**config.mk**
```make
export PLATFORM = sky130hd
export DESIGN_NAME = sbus_frame_ctrl
export DESIGN_NICKNAME = d
export VERILOG_FILES = /design/src/rtl/sbus_pkg.sv /design/src/rtl/sbus_gap_timer.sv /design/src/rtl/sbus_frame_ctrl.sv
export SDC_FILE = /design/constraint.sdc
export NUM_CORES = 1
export LEC_CHECK = 0
export ABC_AREA = 0
export CAP_MARGIN = 20
export CORE_UTILIZATION = 58
export DETAILED_ROUTE_END_ITERATION = 10
export GPL_TIMING_DRIVEN = 0
export PLACE_DENSITY = 0.91
export SYNTH_ARGS = -nofsm -noshare
export SYNTH_HDL_FRONTEND = slang
export SYNTH_SLANG_ARGS = --single-unit
```
**constraint.sdc**
```tcl
create_clock -name clk -period 5.4 [get_ports clk]
set_input_delay 0.81 -clock clk [delete_from_list [all_inputs] [get_ports clk]]
set_output_delay 0.81 -clock clk [all_outputs]
set_load 0.02 [all_outputs]
```
**src/rtl/sbus_pkg.sv**
```systemverilog
// Shared constants, FSM state type and debug view for the SBUS frame controller.
package sbus_pkg;

  localparam logic [7:0] SBUS_HEADER        = 8'h0F;
  localparam logic [7:0] SBUS_FOOTER        = 8'h00;
  localparam int         SBUS_PAYLOAD_BYTES = 22;
  localparam int         SBUS_WORDS         = 11;
  localparam int         SBUS_PAY_W         = 16 * SBUS_WORDS;

  // Bit positions inside the SBUS flags byte
  localparam int FLAG_CH17_BIT     = 0;
  localparam int FLAG_CH18_BIT     = 1;
  localparam int FLAG_LOST_BIT     = 2;
  localparam int FLAG_FAILSAFE_BIT = 3;

  typedef enum logic [1:0] {
    IDLE    = 2'd0,
    PAYLOAD = 2'd1,
    FLAGS   = 2'd2,
    FOOTER  = 2'd3
  } sbus_state_t;

  typedef struct packed {
    sbus_state_t state;
    logic [4:0]  idx;
    logic        gap_ok;
    logic        link_sat;
    logic        commit;
    logic        drop;
  } sbus_dbg_t;

endpackage

```
**src/rtl/sbus_gap_timer.sv**
```systemverilog
// Saturating idle counter: clears on clr, otherwise counts up to MAX_CYCLES and holds.
module sbus_gap_timer #(
  parameter int unsigned MAX_CYCLES = 15000
) (
  input  logic clk,
  input  logic reset,
  input  logic clr,
  output logic sat
);

  localparam int W = $clog2(MAX_CYCLES + 1);

  logic [W-1:0] cnt;

  always_ff @(posedge clk) begin
    if (reset) begin
      cnt <= '0;
    end else if (clr) begin
      cnt <= '0;
    end else if (cnt != W'(MAX_CYCLES)) begin
      cnt <= cnt + W'(1);
    end
  end

  assign sat = (cnt == W'(MAX_CYCLES));

endmodule

```
**src/rtl/sbus_frame_ctrl.sv**
```systemverilog
// SBUS frame assembler: header/payload/flags/footer framing with gap and link timeouts.
// Optional statistics counters are built only when SBUS_STATS_EN is defined.
module sbus_frame_ctrl
  import sbus_pkg::*;
#(
  parameter int unsigned GAP_CYCLES  = 15000,
  parameter int unsigned LOST_CYCLES = 5000000
) (
  input  logic                  clk,
  input  logic                  reset,
  input  logic                  rx_valid,
  input  logic [7:0]            rx_data,
  input  logic                  rx_err,
  output logic [SBUS_PAY_W-1:0] pay_bus,
  output logic [7:0]            flags,
  output logic                  frame_stb,
  output logic                  failsafe,
  output logic                  frame_lost,
  output logic                  link_ok,
  output logic [15:0]           frame_cnt,
  output logic [15:0]           err_cnt,
  output sbus_dbg_t             dbg
);

  // rx_valid is a one-cycle strobe with no backpressure: a byte is consumed
  // in exactly the cycle rx_valid=1, and rx_data/rx_err are ignored otherwise.

  localparam logic [4:0] LAST_IDX = 5'(SBUS_PAYLOAD_BYTES - 1);

  sbus_state_t           state, state_nxt;
  logic [4:0]            idx;
  logic [SBUS_PAY_W-1:0] shadow_pay;
  logic [7:0]            shadow_flags;
  logic                  gap_ok, link_sat, seen_commit;
  logic                  commit, drop, pay_we, flags_we, abort_cond;

  sbus_gap_timer #(.MAX_CYCLES(GAP_CYCLES)) u_gap (
    .clk   (clk),
    .reset (reset),
    .clr   (rx_valid),
    .sat   (gap_ok)
  );

  sbus_gap_timer #(.MAX_CYCLES(LOST_CYCLES)) u_link (
    .clk   (clk),
    .reset (reset),
    .clr   (commit),
    .sat   (link_sat)
  );

  // Inside a frame, a silent line or a corrupted byte both end the frame
  assign abort_cond = (state != IDLE) && (gap_ok || (rx_valid && rx_err));

  always_ff @(posedge clk) begin
    if (reset) state <= IDLE;
    else       state <= state_nxt;
  end

  always_comb begin
    state_nxt = state;
    if (abort_cond) begin
      state_nxt = IDLE;
    end else begin
      unique case (state)
        IDLE:    if (rx_valid && !rx_err && rx_data == SBUS_HEADER && gap_ok) state_nxt = PAYLOAD;
        PAYLOAD: if (rx_valid && idx == LAST_IDX) state_nxt = FLAGS;
        FLAGS:   if (rx_valid) state_nxt = FOOTER;
        FOOTER:  if (rx_valid) state_nxt = IDLE;
        default: state_nxt = IDLE;
      endcase
    end
  end

  always_comb begin
    commit   = 1'b0;
    drop     = 1'b0;
    pay_we   = 1'b0;
    flags_we = 1'b0;
    if (abort_cond) begin
      drop = 1'b1;
    end else begin
      unique case (state)
        PAYLOAD: pay_we   = rx_valid;
        FLAGS:   flags_we = rx_valid;
        FOOTER: begin
          commit = rx_valid && (rx_data == SBUS_FOOTER);
          drop   = rx_valid && (rx_data != SBUS_FOOTER);
        end
        default: ;
      endcase
    end
  end

  // Payload byte idx lands at bit 8*idx: word idx>>1, half idx[0]
  always_ff @(posedge clk) begin
    if (reset) begin
      idx          <= '0;
      shadow_pay   <= '0;
      shadow_flags <= '0;
      pay_bus      <= '0;
      flags        <= '0;
      frame_stb    <= 1'b0;
      seen_commit  <= 1'b0;
    end else begin
      frame_stb <= commit;
      if (pay_we) begin
        shadow_pay[{idx, 3'b000} +: 8] <= rx_data;
        idx                            <= idx + 5'd1;
      end else if (state != PAYLOAD) begin
        idx <= '0;
      end
      if (flags_we) shadow_flags <= rx_data;
      if (commit) begin
        pay_bus     <= shadow_pay;
        flags       <= shadow_flags;
        seen_commit <= 1'b1;
      end
    end
  end

  assign failsafe   = flags[FLAG_FAILSAFE_BIT];
  assign frame_lost = flags[FLAG_LOST_BIT];
  assign link_ok    = seen_commit && !link_sat;

`ifdef SBUS_STATS_EN
  logic [15:0] frame_cnt_q, err_cnt_q;

  always_ff @(posedge clk) begin
    if (reset) begin
      frame_cnt_q <= '0;
      err_cnt_q   <= '0;
    end else begin
      if (commit) frame_cnt_q <= frame_cnt_q + 16'd1;
      if (drop)   err_cnt_q   <= err_cnt_q + 16'd1;
    end
  end

  assign frame_cnt = frame_cnt_q;
  assign err_cnt   = err_cnt_q;
`else
  assign frame_cnt = '0;
  assign err_cnt   = '0;
`endif

  assign dbg = '{state: state, idx: idx, gap_ok: gap_ok, link_sat: link_sat,
                 commit: commit, drop: drop};

endmodule

```
# Yosys cells after proc, flatten, opt, wreduce, memory -nomap -nowiden
# Cells that the tools add are included.
# op_classes
shifts	2
eq_ne	14
n_addsub	4
div_mod_pow	0
n_lt_le_gt_ge	0
mul	0
bitwise	0
mux	16
n_reduce_logical	21
# ops
cell	count
176-bit bitwise mux	1
8-bit by 10-bit variable shift with 176-bit output, first input constant	1
8-bit by 10-bit variable part select with 176-bit output	1
23-bit by 1-bit adder with 23-bit output, second input constant	1
23-bit equality test, second input constant	1
23-bit != test, second input constant	1
14-bit by 1-bit adder with 14-bit output, second input constant	1
14-bit equality test, second input constant	1
14-bit != test, second input constant	1
5-bit 2-to-1 mux	2
8-bit negation with 10-bit output	1
1-bit logical AND	9
8-bit by 4-bit equality test with 1-bit output, second input constant	1
8-bit zero test	1
1-bit 2-to-1 mux	8
2-bit 2-to-1 mux	4
2-bit != test, second input constant	4
2-bit one-hot mux with 4 select lines	1
8-bit nonzero test	1
2-bit OR reduction	3
5-bit by 1-bit adder with 5-bit output, second input constant	1
5-bit equality test, second input constant	1
2-bit equality test, second input constant	2
4-bit AND reduction	1
6 further kinds	8
# totals
ff_bits	414
word_cells	67
n_memories	0
latchBits	0
rom_bits	0
ram_bits	0
in_bits	12

# Logic depth before layout (Yosys ltp)
# Gate-level depths: netlist of the first run.
# depth
depth_word	6
depth_mapped	11
depth_no_buf	7

# Cells and area by module
# Synthesis of the first run repeated with hierarchy kept, for this count alone.
# hier_totals
cells_unflattened	1924
area_unflattened_um2	16623.4
# by_module_without_submodules
module	cells_per_inst	n_inst	area_per_inst_um2
sbus_frame_ctrl	1715	1	14806.7
sbus_gap_timer at u_link	134	1	1143.6
sbus_gap_timer at u_gap	75	1	673.1

# Worst setup path before layout of the first run
# OpenSTA, ideal clock, no wires.
# synth_timing
path_kind	flip-flop to output port
from	reg u_link.cnt[4]
to	out dbg[2] in the netlist's numbering
path_slack_ns	2.559
path_stages_with_launch	5
arrival_time_ns	2.031
t_required_ns	4.590
path_cell_list	dfxtp_1 > or4b_2 > or4_1 > nor4_2 > buf_4
# synth_via
elab_chain_len	1
# synth_rtl
item	line_no	rtl
start: declaration	sbus_gap_timer.sv:13	logic [W-1:0] cnt;
start signal: assignment	sbus_gap_timer.sv:21	cnt <= cnt + W'(1);
23-bit equality test	sbus_gap_timer.sv:25	assign sat = (cnt == W'(MAX_CYCLES));
end: declaration	sbus_frame_ctrl.sv:22	output sbus_dbg_t dbg
# Every way passes these cells.

# Final worst setup path of the first run
# layout_timing
from	in rx_data[7]
to	reg pay_bus[9]
# layout_via
elab_chain_len	4
# layout_rtl
item	line_no	rtl
start: declaration	sbus_frame_ctrl.sv:12	input logic [7:0] rx_data,
8-bit zero test	sbus_frame_ctrl.sv:86	commit = rx_valid && (rx_data == SBUS_FOOTER);
1-bit logical AND	sbus_frame_ctrl.sv:86	
1-bit 2-to-1 mux	sbus_frame_ctrl.sv:82	unique case (state)
1-bit 2-to-1 mux	sbus_frame_ctrl.sv:79	if (abort_cond) begin
end signal: assignment	sbus_frame_ctrl.sv:114	pay_bus <= shadow_pay;
end: declaration	sbus_frame_ctrl.sv:14	output logic [SBUS_PAY_W-1:0] pay_bus,
# Every way passes these cells.
# A chain may end at the register's enable or synchronous reset.

==> results.yml, run 1 <==
critical_path:
  slowest_delay_ps: 1050
  critPathLaunchType: "primary input"
  ff2ff_path_depth: 11
  required_ps: 5880
  critical_path_class: "in -> reg"
  critPathCaptureType: "flop"
  arrival_ps: 4860
  path_cells: "clkdlybuf4s50_1 -> or4_1 -> nor2_1 -> nand2_1 -> nor4b_2 -> clkbuf_1 -> buf_2 -> a22o_1"
  timing.rr.end: "shadow_pay[21]$_SDFFE_PP0P_"
  rrSetupSlack_ps: 1750
  cp_max_fo: 10
  critical_path.slowest_cell: "nor4b_2"
  r2r_start: "idx[0]$_SDFFE_PP0P_"
pwr:
  power_frac_comb_pct: 3.0
  power_mw: 6.26
  seq_power_share_pct: 48.9
  p_sw_mw: 1.36
  p_per_area_mw_per_mm2: 315
  power.share.clock_pct: 48.2
  p_int_mw: 4.90
  ir_drop_v: 0.000223
  leakagePower_nw: 7.78
  switching_share_pct: 21.7
layout:
  final_common_cell: "dfxtp_1"
  nets: 1885
  antenna_cells_inserted: 0
  areaGrowthSynthToFinish_pct: 25.7
  drive_above_1_share_pct: 9.58
  layout_common_cells: "dfxtp_1, nand2_1, clkdlybuf4s50_1"
  fill_cells: 1780
sta:
  finalHoldViolCount: 0
  setup_ws_ps: 1020
  layout_min_cycle_time_ps: 4380
  finalSetupViolCount: 0
  slew_violations: 0
  relSlewSlack_pct: 15.7
  worst_slew_pin_slew_ps: 1250
  fin_crit_sh_pct: 81.2
  totalNegativeSetupSlack_ps: 0
  fmax_mhz: 228
  clock_skew_ps: 18.0
  rsz0062_at_grt: "false"
floorplan:
  dieArea_sq_mm: 0.0280
  die_w_um: 167
  core_sq_mm: 0.0269
  start_util_pct: 58.9
  ioPinCount: 243
  die_h_um: 167
  placement_rows: 60
detailed_routing:
  via_per_inst: 6.14
  drcViolationCount: 0
  wl_per_cell_um: 21.6
  wirelength_mm: 48.2
  ant_nets: 0
  vias: 13700
  drt_iter0_drc: 1477
  dr.pass1.iters: 7
clock_tree:
  cts_made_buffers: 41
  cts_sinks: 414
  cts_root_buf: "clkbuf_16"
  clkTransAtPathRegs_ps: 60
  cts_buffer_depth: 3
  htreeDepth: 2
  cts_resized: 0
  post_cts_buffers: 0
  ctsHoldBuffers: 0
  cts_tree: "built"
  clk_latency_ps: 550
synth:
  syn_area_sq_mm: 0.0158
  yosysWarnings: 0
  synthCells: 1575
  ys_ff_latch: 414
  synth_cell_types: 65
  yosys-top-cells-area: "dfxtp_1, a22o_1, mux2i_1, nand2_1, buf_4"
  synth_area_per_cell_sq_um: 10.0
  ys.flop_type: "dfxtp_1"
  yosysTopAreaCellShare_pct: 52.4
  synth-edff-count: 0
  ys_seq_area_share_pct: 52.4
  synth_largest_area_cell: "dfxtp_1"
  synth-async-reset-ratio_pct: 0
min_path:
  min_to: "shadow_pay[110]$_SDFFE_PP0P_"
  min_path_cells: 2
  worstHoldPathType: "reg -> reg"
  hp-start: "shadow_pay[110]$_SDFFE_PP0P_"
placed_design:
  post-place-ws_ps: 909
  gp_congestion: 0.949
  numPortBuffers: 209
  dp_hpwl_mm: 33.0
global_routing:
  grt_pass1_vias: 13300
  grt_max_degree: 15
  grt_overflow_total: 0
  grt_pass1_wl_mm: 73.5
  grtUsageTotal_pct: 33.5
  antenna_found_initial: 0
status:
  outcome: "finished clean"
run:
  drv_cap: 0
-- layer usage --
layer  track usage, %  vias up  wire [um]
met5                0        -          0
met4             16.3        0       2240
met3             6.45      176       4270
met2             55.6      802      22800
met1             41.8     6649      18900
li1                 -     6062          -
-- per-stage QoR --
| step | instances | hold WS, ps | cell area [sq um] | utilization (%) |
|---|---|---|---|---|
| after floorplan | 1606 | 419 | 15900 | - |
| after global placement | 2156 | 435 | 18500 | 68.7 |
| after detailed placement | 2157 | 450 | 18500 | 68.7 |
| after CTS | 2231 | 458 | 19900 | 74.1 |
| after global routing | 2231 | 481 | 19900 | 74.1 |
| final | 2231 | 460 | 19900 | 74.1 |
-- synth_stat cells, drive strengths merged (2+ instances only) --
cell    instances
buf            96
a22o          184
nor4            6
or3             2
a21oi          20
and2           12
nor3b           3
nand2b          6
nand4          47
a211oi          2
mux2           14
nand4b          2
or3b            2
clkbuf         72
nand3          49
or4            12
or4b            5
inv            18
nor4b           4
and3            8
dfxtp         414
o21a            4
o21ai          54
nand2         219
xor2           20
nor3            7
nand3b          3
o41ai           2
nor2           72
o31a            2
xnor2          18
o211ai          8
mux2i         125
nor2b          29
ha             14
and4            6
-- critical path: cells and delay by family --
kind | cells | cell delay [ps]
buffers and inverters | 3 | 1730
AO/OA/AOI/OAI | 1 | 190
AND/OR/NAND/NOR | 4 | 2120
-- how the worst max path moves through the flow --
stage,depth (start not counted),startpoint,endpoint,slack [ps]
2_1_floorplan,4,u_link.cnt[4]$_SDFFE_PP0N_,dbg[2],2560
3_3_place_gp,8,rx_data[7],pay_bus[45]$_SDFFE_PP0P_,960
3_5_place_dp,8,rx_data[7],pay_bus[5]$_SDFFE_PP0P_,910
4_1_cts,7,rx_data[7],dbg[1],1200
5_1_grt,5,u_link.cnt[4]$_SDFFE_PP0N_,dbg[2],1090
6_report,8,rx_data[7],pay_bus[9]$_SDFFE_PP0P_,1020
-- state kept, by name, indices dropped and copies added, names as in the netlist --
name	count
shadow_flags	8
u_gap.cnt	14
state	2
seen_commit	1
u_link.cnt	23
idx	5
flags	8
shadow_pay	176
pay_bus	176
frame_stb	1
-- layout make-up --
type | instances | area [sq um] | area share, %
Timing Repair Buffer | 210 | 2100 | 10.5
Tap cell | 341 | 427 | 2.14
Sequential cell | 414 | 8290 | 41.6
Clock buffer | 60 | 1210 | 6.07
Multi-Input combinational cell | 1006 | 6710 | 33.7
Buffer | 168 | 881 | 4.43
Clock inverter | 14 | 228 | 1.14
Inverter | 18 | 67.6 | 0.339
-- power by group through the flow --
stage | Sequential (mW) | Combinational, mW | Clock [mW]
final | 3.06 | 0.186 | 3.01
after global routing | 3.06 | 0.192 | 3.15
after CTS | 3.06 | 0.178 | 3.01
after detailed placement | 3.13 | 0.176 | 0
after global placement | 3.13 | 0.173 | 0
after floorplan | 3.13 | 0.113 | 0
-- logic make-up after synthesis --
family	synth area share [%]
AO/OA/AOI/OAI	14.2
flip-flops	52.4
adder cells (fa/ha/maj)	1.11
XOR/XNOR	2.10
other	0.0237
multiplexers	8.90
AND/OR/NAND/NOR	15.3
buffers and inverters	5.99
No activity file was read; power rests on OpenSTA's default activity.
==> run 2: changes to the inputs <==
CORE_UTILIZATION = 49   (was 58)
PLACE_DENSITY = 0.82   (was 0.91)
clock period = 3.7 ns   (was 5.4 ns; I/O delays follow)
==> results.yml, run 2 (synthesized netlist as in run 1, its figures left out) <==
floorplan:
  die_h_um: 182
  start_util_pct: 50.0
  placement_rows: 65
  die_w_um: 182
  dieArea_sq_mm: 0.0330
  ioPinCount: 243
  core_sq_mm: 0.0316
global_routing:
  antenna_found_initial: 1
  grt_pass1_wl_mm: 72.5
  grt_max_degree: 15
  grtUsageTotal_pct: 28.2
  grt_overflow_total: 0
  grt_pass1_vias: 12900
detailed_routing:
  dr.pass1.iters: 8
  drt_iter0_drc: 997
  vias: 13200
  wirelength_mm: 47.3
  wl_per_cell_um: 20.6
  drcViolationCount: 0
  via_per_inst: 5.73
  ant_nets: 0
placed_design:
  post-place-ws_ps: -643
  dp_hpwl_mm: 33.6
  numPortBuffers: 209
  gp_congestion: 0.924
  dpl-instance-area_sq_mm: 0.0185
critical_path:
  critical_path_class: "reg -> out"
  critPathLaunchType: "flop"
  arrival_ps: 3020
  critical_path.slowest_cell: "or4b_4"
  cp.buffers_inverters: 3
  path_cells: "or4b_4 -> or4_1 -> clkbuf_1 -> nand2_1 -> buf_4 -> clkdlybuf4s50_1"
  critPathCaptureType: "output pin"
  cp_top_family: "simple AND/OR/NAND/NOR gates"
  slowest_delay_ps: 580
  cp_max_fo: 6
  required_ps: 3140
sta:
  fmax_mhz: 280
  finalHoldViolCount: 0
  clock_skew_ps: 17.6
  finalSetupViolCount: 0
  worst_slew_pin_slew_ps: 1140
  fin_crit_sh_pct: 96.7
  relSlewSlack_pct: 23.5
  slew_violations: 0
  layout_min_cycle_time_ps: 3580
  setup_ws_ps: 123
  rsz0062_at_grt: "true"
layout:
  reg_top3: "pay_bus x176, shadow_pay x176, u_link.cnt x23"
  multi_input_area_sq_mm: 0.00674
  drive_above_1_share_pct: 10.0
  final_common_cell: "dfxtp_1"
  fill_cells: 2433
  layout_common_cells: "dfxtp_1, nand2_1, clkdlybuf4s50_1"
  fin_util_pct: 63.3
  design_area_sq_mm: 0.0200
  areaGrowthSynthToFinish_pct: 26.6
  antenna_cells_inserted: 0
  seq_area_sq_mm: 0.00829
  nets: 1889
pwr:
  p_per_area_mw_per_mm2: 456
  power_mw: 9.14
  ir_drop_v: 0.000325
  leakagePower_nw: 7.83
status:
  outcome: "finished clean"
clock_tree:
  cts_sinks: 414
  cts_buffer_depth: 3
  cts_made_buffers: 42
  clk_latency_ps: 540
  clkTransAtPathRegs_ps: 60
  htreeDepth: 2
  cts_tree: "built"
  cts_root_buf: "clkbuf_16"
run:
  drv_cap: 0
min_path:
  worstHoldPathType: "reg -> reg"
run 2: cell types whose count changed in the layout (fill, tap and decap cells not counted), sizes merged:
cell           change
clkdlybuf4s50      -4
clkinv             -2
inv                +1
bufinv             -1
clkdlybuf4s18      +1
clkinvlp           +3
buf                +3
dlygate4sd2        +3
run 2: cell type report:
type	count	area share, %
flip-flops and latches	414	41.4
repair buffers	213	10.6
well taps	402	2.51
clock buffers	60	6.24
clock inverters	15	0.962
multi-input cells	1006	33.6
inverters	18	0.337
plain buffers	168	4.40
run 2: path summary, 6_finish.rpt:
path,cells after the start,end,startpoint,slack [ps]
setup / recovery,6,dbg[0],u_gap.cnt[5]$_SDFFE_PP0N_,120
hold reg to reg,2,shadow_pay[25]$_SDFFE_PP0P_,shadow_pay[25]$_SDFFE_PP0P_,460
setup reg to reg,9,shadow_pay[47]$_SDFFE_PP0P_,idx[0]$_SDFFE_PP0P_,220
hold / removal,2,shadow_pay[25]$_SDFFE_PP0P_,shadow_pay[25]$_SDFFE_PP0P_,460
run 2: layer usage:
layer | part of all wire, % | GRT usage [%] | routed length [um]
met1 | 40 | 35.4 | 19100
met2 | 47 | 46.8 | 22300
met3 | 8.0 | 5.17 | 3790
met4 | 4.5 | 13.2 | 2110
met5 | 0 | 0 | 0
run 2: timing repair:
action / CTS / global route
pin swaps: 1 / 0
gates resized for setup: 7 / 3
hold buffers: 0 / 0
endpoints found under the setup margin: 70 / 11
setup buffers: 2 / 0
run 2: report_power, final:
group          leakage (nW)  internal [mW]  switching [mW]
logic                  3.80         0.0688           0.204
clock network         0.702           2.63            1.76
registers              3.33           4.46         0.00460
run 2: worst register-to-register path, cell delays in order (launching register included):
cell and delay, ps:
dfxtp_1 390, buf_2 230, inv_1 220, ha_1 240
clkbuf_1 410, inv_1 170, or4_1 600, a211oi_1 780
nand4_1 220, o21ai_0 130
run 2: per-stage QoR:
step           TNS, ps  hold WS, ps  std cells
2_1_floorplan        0          419       1606
3_3_place_gp    -76740          441       2217
3_5_place_dp    -73870          447       2218
4_1_cts              0          458       2295
5_1_grt          -2.44          471       2296
6_report             0          455       2296
